===== src/rtl/register_write_arbiter_pkg.sv =====
// Shared definitions for the register write arbiter: FSM encodings and default sizes.
package register_write_arbiter_pkg;

    typedef enum logic [1:0] {
        ST_IDLE   = 2'd0,
        ST_GRANT  = 2'd1,
        ST_LOCKED = 2'd2
    } state_t;

    localparam int unsigned DEF_NREQ     = 4;
    localparam int unsigned DEF_WIDTH    = 16;
    localparam int unsigned DEF_MAX_LOCK = 8;

endpackage


===== src/rtl/register_write_arbiter_rr_select.sv =====
// Combinational round-robin picker: first set bit of eff_req scanning upward from ptr, wrapping.
module rr_select
    import register_write_arbiter_pkg::*;
#(
    parameter int unsigned NREQ = DEF_NREQ,
    localparam int unsigned PW  = $clog2(NREQ)
) (
    input  logic [NREQ-1:0] eff_req,
    input  logic [PW-1:0]   ptr,
    output logic [NREQ-1:0] onehot,
    output logic [PW-1:0]   idx,
    output logic            valid
);

    int unsigned j;

    always_comb begin
        onehot = '0;
        idx    = '0;
        valid  = 1'b0;
        j      = 0;
        for (int unsigned k = 0; k < NREQ; k++) begin
            j = (32'(ptr) + k) % NREQ;
            if (!valid && eff_req[j]) begin
                valid     = 1'b1;
                onehot[j] = 1'b1;
                idx       = PW'(j);
            end
        end
    end

endmodule


===== src/rtl/register_write_arbiter.sv =====
// Round-robin write arbiter driving one shared Register (load/in) among NREQ requesters.
// Optional burst locking is compiled in with REGARB_LOCK_EN.
module register_write_arbiter
    import register_write_arbiter_pkg::*;
#(
    parameter int unsigned NREQ     = DEF_NREQ,
    parameter int unsigned WIDTH    = DEF_WIDTH
`ifdef REGARB_LOCK_EN
   ,parameter int unsigned MAX_LOCK = DEF_MAX_LOCK
`endif
) (
    input  logic                  clk,
    input  logic                  rst_n,
    input  logic [NREQ-1:0]       req,
    input  logic [NREQ*WIDTH-1:0] wdata,
`ifdef REGARB_LOCK_EN
    input  logic [NREQ-1:0]       lock,
`endif
    output logic [NREQ-1:0]       gnt,
    output logic [NREQ-1:0]       ack,
    output logic                  reg_load,
    output logic [WIDTH-1:0]      reg_in,
    output logic                  busy
);

    localparam int unsigned PW = $clog2(NREQ);

    state_t            state, state_n;
    logic [PW-1:0]     ptr, ptr_n;
    logic [NREQ-1:0]   gnt_n;
    logic              load_n;
    logic [WIDTH-1:0]  din_n;
    logic [NREQ-1:0]   eff_req;
    logic [NREQ-1:0]   sel_onehot;
    logic [PW-1:0]     sel_idx;
    logic              sel_valid;
    logic              arb;

`ifdef REGARB_LOCK_EN
    localparam int unsigned CW = $clog2(MAX_LOCK + 1);
    logic [CW-1:0]     cnt, cnt_n;
    logic [PW-1:0]     lidx, lidx_n;
`endif

    // The current grantee is masked, which also covers the one-arbitration mask after a forced release.
    assign eff_req = req & ~gnt;
    assign busy    = |gnt;

    rr_select #(.NREQ(NREQ)) u_sel (
        .eff_req (eff_req),
        .ptr     (ptr),
        .onehot  (sel_onehot),
        .idx     (sel_idx),
        .valid   (sel_valid)
    );

    always_comb begin
        state_n = state;
        ptr_n   = ptr;
        gnt_n   = '0;
        load_n  = 1'b0;
        din_n   = reg_in;
        arb     = 1'b1;
`ifdef REGARB_LOCK_EN
        cnt_n   = cnt;
        lidx_n  = lidx;
`endif
        case (state)
`ifdef REGARB_LOCK_EN
            ST_GRANT, ST_LOCKED: begin
                // ptr already points past the grantee, so it simply stays frozen while locked.
                if (req[lidx] && lock[lidx] && gnt[lidx] && (cnt < CW'(MAX_LOCK))) begin
                    arb     = 1'b0;
                    state_n = ST_LOCKED;
                    gnt_n   = gnt;
                    load_n  = 1'b1;
                    din_n   = wdata[lidx*WIDTH +: WIDTH];
                    cnt_n   = cnt + CW'(1);
                end
            end
`endif
            default: ;
        endcase
        if (arb) begin
            if (sel_valid) begin
                state_n = ST_GRANT;
                gnt_n   = sel_onehot;
                load_n  = 1'b1;
                din_n   = wdata[sel_idx*WIDTH +: WIDTH];
                ptr_n   = (sel_idx == PW'(NREQ - 1)) ? '0 : sel_idx + PW'(1);
`ifdef REGARB_LOCK_EN
                cnt_n   = CW'(1);
                lidx_n  = sel_idx;
`endif
            end else begin
                state_n = ST_IDLE;
            end
        end
    end

    always_ff @(posedge clk or negedge rst_n) begin
        if (!rst_n) begin
            state    <= ST_IDLE;
            ptr      <= '0;
            gnt      <= '0;
            ack      <= '0;
            reg_load <= 1'b0;
            reg_in   <= '0;
`ifdef REGARB_LOCK_EN
            cnt      <= '0;
            lidx     <= '0;
`endif
        end else begin
            state    <= state_n;
            ptr      <= ptr_n;
            gnt      <= gnt_n;
            ack      <= gnt;
            reg_load <= load_n;
            reg_in   <= din_n;
`ifdef REGARB_LOCK_EN
            cnt      <= cnt_n;
            lidx     <= lidx_n;
`endif
        end
    end

endmodule


===== config.mk =====
export PLATFORM = sky130hd
export DESIGN_NAME = register_write_arbiter
export DESIGN_NICKNAME = d
export VERILOG_FILES = /design/src/rtl/register_write_arbiter_pkg.sv /design/src/rtl/register_write_arbiter_rr_select.sv /design/src/rtl/register_write_arbiter.sv
export SDC_FILE = /design/constraint.sdc
export NUM_CORES = 1
export LEC_CHECK = 0
export BUFFER_PORTS_ARGS = -buffer_cell sky130_fd_sc_hd__buf_2
export CAP_MARGIN = 40
export CORE_UTILIZATION = 30
export CTS_CLUSTER_DIAMETER = 40
export DETAILED_ROUTE_END_ITERATION = 12
export GPL_ROUTABILITY_DRIVEN = 0
export PLACE_DENSITY = 0.59
export REMOVE_ABC_BUFFERS = 1
export SETUP_SLACK_MARGIN = 0.02
export SLEW_MARGIN = 20
export SYNTH_ARGS = -nofsm -noshare
export SYNTH_HDL_FRONTEND = slang
export SYNTH_SLANG_ARGS = --single-unit

===== constraint.sdc =====
create_clock -name clk -period 3.1 [get_ports clk]
set_input_delay 0.155 -clock clk [delete_from_list [all_inputs] [get_ports clk]]
set_output_delay 0.155 -clock clk [all_outputs]
set_load 0.05 [all_outputs]

==> flow_metrics.tcl <==
set metrics [dict create \
    critPathLaunchType "flop" \
    ant_nets 0 \
    setup_viol 0 \
    outcome "finished with violations" \
    path_delay_family "multiplexers" \
    cts_buffers 3 \
    yosys_warnings 0 \
    crit_buf_inv 2 \
    postSynthCellCount 196 \
    start_util 0.317 \
    fin_ws_ns 0.310 \
    crit_required_ns 3.27 \
    drc 7 \
    r2r_start "ptr[0]" \
    wl_per_cell_um 16.3 \
    worstPathArrival_ns 2.96 \
    post_cts_buffers 0 \
    crit_cells 8 \
    netlist.area_leader.share 0.330 \
    worst_path_largest_cell_delay_ns 0.41 \
    relSlewSlack 0.553 \
    reg2regPathDepth 8 \
    coreArea_sq_um 6460 \
    placedCellCount 358 \
    rsz0062_at_grt "no" \
    fin_skew_ns 0.0101 \
    synthFlopType "dfrtp_1" \
    worstReg2RegEnd "reg_in[6]" \
    nNetsFinal 365 \
    p_leak_uw 0.00124 \
    total_power_uw 3840 \
    dieArea_sq_um 7150 \
    final_util 0.412 \
    wl_um 5910 \
    synth_cell_type_count 37 \
    fmax_ghz 0.358 \
    netlist_area_sq_um 2050 \
    holdCritStartpoint "wdata[27]" \
    path_cells "inv_1, ha_1, mux4_2, mux2i_4, xnor2_2, buf_4, mux2_2, a221o_1" \
    async_reset_ff_frac 1.00 \
    worstHoldEndpoint "reg_in[11]" \
    row_count 29 \
    tritoncts "done" \
    hold_depth 3 \
    synth-edff-count 0 \
    path_max_fanout 18 \
    detail_route.iter0.violations 93 \
    root_buffer "clkbuf_8" \
    ir_drop_v 0.000718 \
    grt_usage 0.171 \
    path_clk_slew_ns 0.11 \
    tightest_slew_ns 0.670 \
    crit_slowest_cell "mux4_2" \
    synthTopCellsByArea "dfrtp_1, a221o_1, mux2i_1" \
    antenna_found_initial 0 \
    dieHeight_um 84.6 \
    drive_gt1_frac 0.420 \
    violations "DRC" \
    maxSlewViolCount 0 \
    ys_seq_area_frac 0.330 \
    clk_latency_ns 0.29 \
    timing.final.crit_share 0.900 \
    area_growth_pct 30.1 \
    cts_buffer_depth 2 \
    cts_num_sinks 27 \
    cap_viol_max_count 0 \
    cts-htree-levels 1 \
    die_x_um 84.6 \
    finalCriticalPeriod_ns 2.79 \
    hpwl_um 4180 \
    vias 2036 \
    place_ws_ns 0.323 \
    overflow 0 \
    final_cells 363 \
    grt_pass1_vias 2008 \
    regToRegSetupSlack_ns 0.31 \
    viasPerCell 5.61 \
    worstSetupPathType "reg2reg" \
    final_hold_viol_count 0 \
    p_per_area_nw_per_um2 1440 \
    cp-end-kind "flop" \
    port_buffers 95 \
    grt_max_degree 36 \
    hold_class "in2reg" \
    grt_pass1_wl_um 9910 \
    synth_area_leader_cell "dfrtp_1" \
    dr.pass1.iters 8 \
    io_pins 96 \
    avgSynthCellArea_sq_um 10.4 \
    ys_ff_latch 27 \
    antennaDiodeCount 0 \
]
==> cell usage in the layout, fill, tap and decap left out, drive strengths merged, types with 2 or more instances in the layout <==
cell type	netlist	final
a31oi	17	17
a22oi	7	7
xnor2	2	2
mux2	17	17
a221oi	16	16
buf	6	102
o21ai	18	18
inv	3	3
ha	8	8
mux2i	17	17
mux4	3	3
a221o	16	16
nor2	3	3
clkbuf	11	3
dfrtp	27	27
nand2	2	2
nor2b	5	5
nor3	2	2
a21oi	5	5
==> worst register-to-register path, cell delays in order, from the launching register on <==
cell	delay, ns
dfrtp_1	0.40
inv_1	0.19
ha_1	0.33
mux4_2	0.41
mux2i_4	0.24
xnor2_2	0.12
buf_4	0.29
mux2_2	0.38
a221o_1	0.31
==> per-stage QoR <==
stage	hold WS [ns]	cell area, sq um	setup TNS (ns)
after CTS	0.198	2660	0
after global placement	0.223	2610	0
after detailed placement	0.233	2610	0
after floorplan	-0.141	1970	-18.21
after global routing	0.203	2660	0
final	0.197	2660	0
==> registers in the layout (all words and copies together) (netlist names) <==
register	flops
ptr	2
reg_load	1
ack	4
reg_in	16
gnt	4
==> layer usage <==
metal	global-route usage	wire (um)	vias to the layer above
met5	0	0	-
met4	0.0416	48	0
met3	0.0246	335	5
met2	0.285	2760	73
met1	0.235	2760	977
li1	-	-	981
==> timing repair <==
| item | CTS | global route |
|---|---|---|
| hold buffers | 1 | 0 |
| endpoints found under the hold margin | 27 | 0 |
| resized for setup | 0 | 0 |
==> synthesized netlist by cell type (2+ instances only) <==
library cell   n
mux2_2         5
buf_1          2
nor3_1         2
mux4_2         3
nand2_1        2
o21ai_0       16
a31oi_1       17
a221oi_1      16
mux2i_1       16
a22oi_1        7
mux2_1        12
ha_1           8
clkbuf_1      11
nor2_1         3
a221o_1       16
buf_4          2
buf_2          2
a21oi_1        5
o21ai_1        2
nor2b_1        5
dfrtp_1       27
inv_1          2
==> area by class of cell <==
cell class | instances | area, sq um
clock buffer | 3 | 41.3
fill | 647 | 3800
inverter | 3 | 11.3
sequential | 27 | 676
tap | 77 | 96.3
clock inverter | 1 | 5.00
multi-input combinational | 149 | 1290
timing repair buffer | 103 | 538
==> worst max-delay path by stage <==
| stage | start | end | slack [ns] |
|---|---|---|---|
| floorplan | ptr[0] | reg_in[0] | -1.06 |
| global placement | ptr[0] | reg_in[9] | 0.38 |
| detailed placement | ptr[0] | reg_in[9] | 0.32 |
| CTS | ptr[0] | reg_in[9] | 0.30 |
| global route | ptr[0] | reg_in[4] | 0.14 |
| finish | ptr[0] | reg_in[6] | 0.31 |
==> power breakdown <==
part           internal [uW]  switching [uW]
sequential               532            92.3
combinational           1160            1830
clock                   90.6             124
total                   1790            2050
==> cell families after synthesis <==
group,synth area share
compound gates,0.285
xor+xnor,0.0122
fa+ha+maj,0.0489
buf+inv,0.0416
flops,0.330
mux,0.216
simple gates,0.0661
Power figures use the tool's default switching activity.
